$ cat config.mk
export PLATFORM = sky130hd
export DESIGN_NAME = fp_add_sequencer
export DESIGN_NICKNAME = d
export VERILOG_FILES = /design/src/rtl/fp_pkg.sv /design/src/rtl/fp_exp_compare.sv /design/src/rtl/fp_add_sequencer.sv
export SDC_FILE = /design/constraint.sdc
export NUM_CORES = 1
export LEC_CHECK = 0
export ABC_AREA = 1
export CAP_MARGIN = 20
export CELL_PAD_IN_SITES_DETAIL_PLACEMENT = 1
export CELL_PAD_IN_SITES_GLOBAL_PLACEMENT = 1
export CORE_MARGIN = 4
export CORE_UTILIZATION = 36
export DETAILED_ROUTE_END_ITERATION = 10
export PLACE_DENSITY_LB_ADDON = 0.1
export SLEW_MARGIN = 5
export SYNTH_ARGS = -nofsm -noshare
export SYNTH_HDL_FRONTEND = slang
export SYNTH_SLANG_ARGS = --single-unit
export TNS_END_PERCENT = 100
$ cat constraint.sdc
create_clock -name clk -period 3.3 [get_ports clk]
set_clock_uncertainty 0.2 [all_clocks]
set_input_delay 0.495 -clock clk [delete_from_list [all_inputs] [get_ports clk]]
set_output_delay 0.495 -clock clk [all_outputs]
set_load 0.02 [all_outputs]
$ cat src/rtl/fp_pkg.sv
// fp_pkg: shared FSM state encoding and default operand widths for the fp add sequencer.
package fp_pkg;

  localparam int MANTISSA_SIZE_DEF = 23;
  localparam int EXPONENT_SIZE_DEF = 8;

  typedef enum logic [2:0] {
    IDLE       = 3'd0,
    COMPARE    = 3'd1,
    ALIGN_LOAD = 3'd2,
    ALIGN_WAIT = 3'd3,
    ADD        = 3'd4,
    NORM_LOAD  = 3'd5,
    NORM_WAIT  = 3'd6,
    DONE       = 3'd7
  } fp_state_e;

endpackage

$ cat src/rtl/fp_exp_compare.sv
// fp_exp_compare: orders two operands by exponent (A wins ties) and returns the exponent gap.
module fp_exp_compare
  import fp_pkg::*;
#(
  parameter int Mantissa_Size = MANTISSA_SIZE_DEF,
  parameter int Exponent_Size = EXPONENT_SIZE_DEF
) (
  input  logic [Mantissa_Size:0]   mantissa_a,
  input  logic [Mantissa_Size:0]   mantissa_b,
  input  logic [Exponent_Size-1:0] exponent_a,
  input  logic [Exponent_Size-1:0] exponent_b,
  output logic [Mantissa_Size:0]   big_mantissa,
  output logic [Exponent_Size-1:0] big_exponent,
  output logic [Mantissa_Size:0]   small_mantissa,
  output logic [Exponent_Size-1:0] small_exponent,
  output logic [Exponent_Size-1:0] diff
);

  always_comb begin
    if (exponent_a >= exponent_b) begin
      big_mantissa   = mantissa_a;
      big_exponent   = exponent_a;
      small_mantissa = mantissa_b;
      small_exponent = exponent_b;
    end else begin
      big_mantissa   = mantissa_b;
      big_exponent   = exponent_b;
      small_mantissa = mantissa_a;
      small_exponent = exponent_a;
    end
    diff = big_exponent - small_exponent;
  end

endmodule

$ cat src/rtl/fp_add_sequencer.sv
// fp_add_sequencer: sequences a floating-point magnitude add around an external shift_register.
// Define SHIFT_TIMEOUT_EN to abort the shift-register wait states after Mantissa_Size+4 cycles.
module fp_add_sequencer
  import fp_pkg::*;
#(
  parameter int Mantissa_Size = MANTISSA_SIZE_DEF,
  parameter int Exponent_Size = EXPONENT_SIZE_DEF
) (
  input  logic                     clk,
  input  logic                     reset_n,
  input  logic                     start,
  input  logic [Mantissa_Size:0]   mantissa_a,
  input  logic [Mantissa_Size:0]   mantissa_b,
  input  logic [Exponent_Size-1:0] exponent_a,
  input  logic [Exponent_Size-1:0] exponent_b,
  output logic                     busy,
  output logic                     result_valid,
  output logic [Mantissa_Size:0]   result_mantissa,
  output logic [Exponent_Size-1:0] result_exponent,
  output logic                     overflow,
  output logic                     underflow,
  output logic                     sr_enable,
  output logic                     sr_load,
  output logic                     sr_direction,
  output logic [Mantissa_Size:0]   sr_mantissa,
  output logic [Exponent_Size-1:0] sr_exponent,
  output logic [Exponent_Size-1:0] sr_no_of_shifts,
  input  logic [Mantissa_Size:0]   sr_shiftedMantissa,
  input  logic [Exponent_Size-1:0] sr_shiftedExponent,
  input  logic                     sr_done,
  output fp_state_e                dbg_state
);

  localparam logic [Exponent_Size-1:0] MAX_ALIGN = Exponent_Size'(Mantissa_Size + 1);
  localparam logic [Exponent_Size-1:0] EXP_ONES  = '1;

  fp_state_e state, next_state;

  logic [Mantissa_Size:0]   op_man_a, op_man_b, man_a, man_b, acc_man, res_man;
  logic [Exponent_Size-1:0] op_exp_a, op_exp_b, exp_a, exp_b, diff_r, acc_exp, res_exp;
  logic                     ovf_r, unf_r, armed;
  logic [Mantissa_Size:0]   c_big_man, c_small_man;
  logic [Exponent_Size-1:0] c_big_exp, c_small_exp, c_diff;
  logic [Mantissa_Size+1:0] sum;
  logic [Exponent_Size-1:0] exp_inc;
  logic                     carry, ovf_hit, sr_ok, timeout;

  fp_exp_compare #(
    .Mantissa_Size(Mantissa_Size),
    .Exponent_Size(Exponent_Size)
  ) u_cmp (
    .mantissa_a    (op_man_a),
    .mantissa_b    (op_man_b),
    .exponent_a    (op_exp_a),
    .exponent_b    (op_exp_b),
    .big_mantissa  (c_big_man),
    .big_exponent  (c_big_exp),
    .small_mantissa(c_small_man),
    .small_exponent(c_small_exp),
    .diff          (c_diff)
  );

  assign sum     = {1'b0, man_a} + {1'b0, man_b};
  assign carry   = sum[Mantissa_Size+1];
  assign exp_inc = exp_a + 1'b1;
  assign ovf_hit = carry && (exp_inc == EXP_ONES);

  // Handshake: sr_load is a one-cycle request qualifying sr_mantissa/sr_exponent/
  // sr_no_of_shifts; sr_done is trusted only once armed (second WAIT cycle on),
  // because the shifter may still present the previous operation's done.
  assign sr_ok = armed && sr_done;

`ifdef SHIFT_TIMEOUT_EN
  localparam int TW = $clog2(Mantissa_Size + 4);
  localparam logic [TW-1:0] TIMEOUT_LAST = TW'(Mantissa_Size + 3);
  logic [TW-1:0] wait_cnt;
  assign timeout = (wait_cnt == TIMEOUT_LAST);
`else
  assign timeout = 1'b0;
`endif

  assign result_mantissa = res_man;
  assign result_exponent = res_exp;
  assign overflow        = ovf_r;
  assign underflow       = unf_r;
  assign dbg_state       = state;

  always_ff @(posedge clk or negedge reset_n) begin
    if (!reset_n) state <= IDLE;
    else          state <= next_state;
  end

  always_comb begin
    next_state      = state;
    busy            = (state != IDLE);
    sr_enable       = (state != IDLE);
    result_valid    = (state == DONE);
    sr_load         = 1'b0;
    sr_direction    = 1'b0;
    sr_mantissa     = '0;
    sr_exponent     = '0;
    sr_no_of_shifts = '0;
    case (state)
      IDLE:       if (start) next_state = COMPARE;
      COMPARE:    next_state = (c_diff == '0 || c_diff > MAX_ALIGN) ? ADD : ALIGN_LOAD;
      ALIGN_LOAD: begin
        next_state      = ALIGN_WAIT;
        sr_load         = 1'b1;
        sr_direction    = 1'b1;
        sr_mantissa     = man_b;
        sr_exponent     = exp_b;
        sr_no_of_shifts = diff_r;
      end
      ALIGN_WAIT: begin
        sr_direction = 1'b1;
        if (sr_ok)        next_state = ADD;
        else if (timeout) next_state = DONE;
      end
      ADD: begin
        // Any sum that is zero, carried, or already normalized finishes here.
        if (ovf_hit || sum == '0 || carry || sum[Mantissa_Size]) next_state = DONE;
        else                                                      next_state = NORM_LOAD;
      end
      NORM_LOAD: begin
        next_state  = NORM_WAIT;
        sr_load     = 1'b1;
        sr_mantissa = acc_man;
        sr_exponent = acc_exp;
      end
      NORM_WAIT:  if (sr_ok || timeout) next_state = DONE;
      DONE:       next_state = IDLE;
      default:    next_state = IDLE;
    endcase
  end

  always_ff @(posedge clk or negedge reset_n) begin
    if (!reset_n) begin
      op_man_a <= '0; op_man_b <= '0; op_exp_a <= '0; op_exp_b <= '0;
      man_a    <= '0; man_b    <= '0; exp_a    <= '0; exp_b    <= '0;
      diff_r   <= '0; acc_man  <= '0; acc_exp  <= '0;
      res_man  <= '0; res_exp  <= '0; ovf_r    <= 1'b0; unf_r <= 1'b0;
      armed    <= 1'b0;
`ifdef SHIFT_TIMEOUT_EN
      wait_cnt <= '0;
`endif
    end else begin
      case (state)
        IDLE: if (start) begin
          op_man_a <= mantissa_a;
          op_man_b <= mantissa_b;
          op_exp_a <= exponent_a;
          op_exp_b <= exponent_b;
        end
        COMPARE: begin
          man_a  <= c_big_man;
          exp_a  <= c_big_exp;
          man_b  <= (c_diff > MAX_ALIGN) ? '0 : c_small_man;
          exp_b  <= c_small_exp;
          diff_r <= c_diff;
        end
        ALIGN_LOAD, NORM_LOAD: begin
          armed <= 1'b0;
`ifdef SHIFT_TIMEOUT_EN
          wait_cnt <= '0;
`endif
        end
        ALIGN_WAIT: begin
          armed <= 1'b1;
`ifdef SHIFT_TIMEOUT_EN
          wait_cnt <= wait_cnt + 1'b1;
`endif
          if (sr_ok) begin
            man_b <= sr_shiftedMantissa;
          end else if (timeout) begin
            res_man <= '0; res_exp <= '0; ovf_r <= 1'b1; unf_r <= 1'b1;
          end
        end
        ADD: begin
          if (ovf_hit) begin
            res_man <= '0; res_exp <= EXP_ONES; ovf_r <= 1'b1; unf_r <= 1'b0;
          end else if (sum == '0) begin
            res_man <= '0; res_exp <= '0; ovf_r <= 1'b0; unf_r <= 1'b0;
          end else if (carry) begin
            res_man <= sum[Mantissa_Size+1:1]; res_exp <= exp_inc;
            ovf_r   <= 1'b0;                   unf_r   <= 1'b0;
          end else if (sum[Mantissa_Size]) begin
            res_man <= sum[Mantissa_Size:0]; res_exp <= exp_a;
            ovf_r   <= 1'b0;                 unf_r   <= 1'b0;
          end else begin
            acc_man <= sum[Mantissa_Size:0];
            acc_exp <= exp_a;
          end
        end
        NORM_WAIT: begin
          armed <= 1'b1;
`ifdef SHIFT_TIMEOUT_EN
          wait_cnt <= wait_cnt + 1'b1;
`endif
          if (sr_ok) begin
            // The shifter returns 0/0 when normalization would drop below exponent 1.
            res_man <= sr_shiftedMantissa;
            res_exp <= sr_shiftedExponent;
            ovf_r   <= 1'b0;
            unf_r   <= (sr_shiftedMantissa == '0) && (sr_shiftedExponent == '0);
          end else if (timeout) begin
            res_man <= '0; res_exp <= '0; ovf_r <= 1'b1; unf_r <= 1'b1;
          end
        end
        default: ;
      endcase
    end
  end

endmodule

==> reports/qor.yml <==
rows: 67
fin_ws_ps: -22.4
rr_worst_depth: 14
min_from: "result_mantissa[0]"
yosysWarnings: 0
hpwl_um: 33900
violations: "negative setup slack"
clk_path_buf_depth: 3
rsz0062_at_grt: "yes"
critPathTopFamily: "compound AO/OA/AOI/OAI gates"
portBuffers: 181
initial_core_util_pct: 36.6
synth-edff-count: 0
dieWidth_um: 193
max_stage_delay_ps: 400
clk_latency_ps: 530
crit_buf_inv: 4
hold_path_class: "reg -> reg"
relSlewSlack_pct: 47.1
avgRoutedWirePerCell_um: 19.4
start_kind: "register"
syn_avg_cell_area_um2: 7.13
cp.required_ps: 3510
final_layout_size_suffix_gt1_share_pct: 22.4
ant_nets: 0
ys_types: 40
syn_nets: 1862
drc_errors: 0
ys_ff_latch: 205
vias_per_cell: 5.17
max_freq_mhz: 301
syn_area_um2: 12300
ys.flop_type: "dfrtp_1"
diodes: 0
end_kind: "register"
min_to: "result_mantissa[0]"
worst_pin_slew_ps: 788
critical_path.max_fanout: 9
die_h_um: 193
clkTransAtPathRegs_ps: 60
ios: 182
r2r_slack_ps: -20
drv_slew: 0
htreeDepth: 1
fin_crit_ps: 3320
async_reset_ff_share_pct: 100
overflow: 0
fill_cells: 4048
cts_buffers: 25
grt_pass1_wl_um: 68700
report.final.setup_viol: 11
clock_sinks: 205
yosysSeqAreaShare_pct: 41.7
crit_start: "man_a[15]"
crit_type: "reg -> reg"
wirelength_um: 47800
r2r_end: "acc_man[4]"
hold_violations: 0
gp_congestion: 0.951
grt_antenna_before_repair: 0
whs_path_depth: 2
status: "finished, violations left"
cp_slowest_cell: "dfrtp_1"
dr.pass1.iters: 5
grt_start_max_net_pins: 74
grt_pass1_vias: 12500
drt-initial-drc-count: 637
ctsRootBufferMaster: "clkbuf_16"
fin_tns_setup_ps: -84.1
arrival_ps: 3530
areaGrowthSynthToFinish_pct: 43.0
num_vias: 12700
worstReg2RegStart: "man_a[15]"
max_cap_viol_count: 0
synthCells: 1726
core_um2: 33600
cp_cell_sequence: "ha_1 -> a21oi_1 -> o21ai_1 -> a21oi_1 -> or2_1 -> nand3_4 -> buf_4 -> nor2_1 -> nand3_4 -> buf_4 -> buf_6 -> clkbuf_16 -> nand2_1 -> o21ai_2"
cts_tree: "built"
track_usage_pct: 23.1
fin_crit_sh_pct: 101
fin_nets: 2134
die_area_um2: 37200
[sequential cells by signal, indices dropped and copies added (netlist names)]
signal and cells:
man_a 24, man_b 24, op_man_a 24, op_man_b 24, result_mantissa 24, acc_man 23
acc_exp 8, diff_r 8, exp_a 8, exp_b 8, op_exp_a 8, op_exp_b 8
result_exponent 8, dbg_state 3, armed 1, overflow 1, underflow 1
[final cells by class]
| type | count | area [um^2] | share of cell area (%) |
|---|---|---|---|
| sequential | 205 | 5130 | 29.2 |
| timing repair buffer | 327 | 3320 | 18.9 |
| inverter | 198 | 756 | 4.29 |
| tap | 448 | 561 | 3.19 |
| multi-input combinational | 1241 | 7120 | 40.4 |
| clock inverter | 7 | 38.8 | 0.220 |
| clock buffer | 32 | 672 | 3.82 |
[synthesized netlist by cell type, types with 3 or more instances]
master     number  share of area [%]
a21oi_1       102                4.1
buf_1           6               0.18
buf_2          13               0.53
buf_6           3               0.27
clkbuf_1       58                1.8
dfrtp_1       205                 42
ha_1           35                3.6
inv_1         195                5.9
mux2_2         25                2.3
nand2_1       559                 17
nand3_1        38                1.5
nand3_2         4               0.33
nand3b_1        6               0.37
nand4_1        37                1.9
nor2_1        123                3.8
nor3_1         14               0.57
nor4_1          7               0.36
o2111ai_1      23                1.6
o21ai_0       234                9.5
xnor2_1         5               0.36
xor2_1         11               0.78
[how the worst max path moves through the flow]
stage	to	slack, ps	cells past startpoint
2_1_floorplan	result_exponent[1]	150	19
3_3_place_gp	man_b[5]	-270	20
3_5_place_dp	man_b[5]	-280	23
4_1_cts	man_b[5]	-1	24
5_1_grt	result_mantissa[16]	-210	19
6_report	acc_man[4]	-20	14
[layout by cell type, fill, tap and decap left out, types with 14 or more instances in the layout]
cell,synthesis,layout
buf_4,2,113
o2111ai_1,23,23
clkbuf_16,0,36
dlymetal6s2s_1,0,17
nor2_1,123,104
dfrtp_1,205,202
dlygate4sd2_1,0,14
nand3_1,38,32
o21ai_0,234,172
mux2_2,25,25
o21ai_1,2,36
nor2_2,1,15
inv_1,195,183
ha_4,0,17
nand4_1,37,37
nand2_1,559,443
o21ai_2,1,27
clkdlybuf4s50_1,0,148
nand2_2,2,88
nand2_4,1,30
a21oi_1,102,89
inv_2,2,14
[tightest hold or removal path, cell delays in order, from the launching register on]
cell     delay (ps)
dfrtp_1         340
nand2_1          50
nand2_1          50
[cells by family after synthesis]
group,share of synthesized area (%)
buffers and inverters,8.93
adder cells (fa/ha/maj),3.72
XOR/XNOR,1.14
multiplexers,2.29
AND/OR/NAND/NOR,26.6
flip-flops,41.7
AO/OA/AOI/OAI,15.7
[layer usage]
layer | global-route usage (%) | up-vias | wire length, um
met4 | 3.46 | 0 | 1090
met1 | 36.5 | 6260 | 23400
met3 | 2.51 | 53 | 1800
met5 | 0 | - | 0
li1 | - | 6142 | -
met2 | 34.7 | 253 | 21500
[what timing repair did]
item                       in CTS  in global routing
gates cloned                    0                 19
gates resized for setup        57                324
hold endpoints to repair       69                  0
setup buffers                   2                 18
hold buffers                    1                  0
pin swaps                       0                 38
setup endpoints to repair     106                118
[stage by stage]
| stage | setup WS, ps | hold WS, ps | instances | utilization [%] | cell area (um^2) |
|---|---|---|---|---|---|
| floorplan | 151 | -0.591 | 1726 | - | 12300 |
| detailed placement | -276 | 266 | 2380 | 45.4 | 15300 |
| global route | -208 | 302 | 2458 | 52.3 | 17600 |
| finish | -22.4 | 284 | 2458 | 52.3 | 17600 |
| global placement | -269 | 265 | 2380 | 45.4 | 15300 |
| CTS | -1.38 | 281 | 2422 | 47.7 | 16000 |
Power is not shown: default switching activity piles up to over one toggle a cycle in this logic, so the estimate is an artifact.
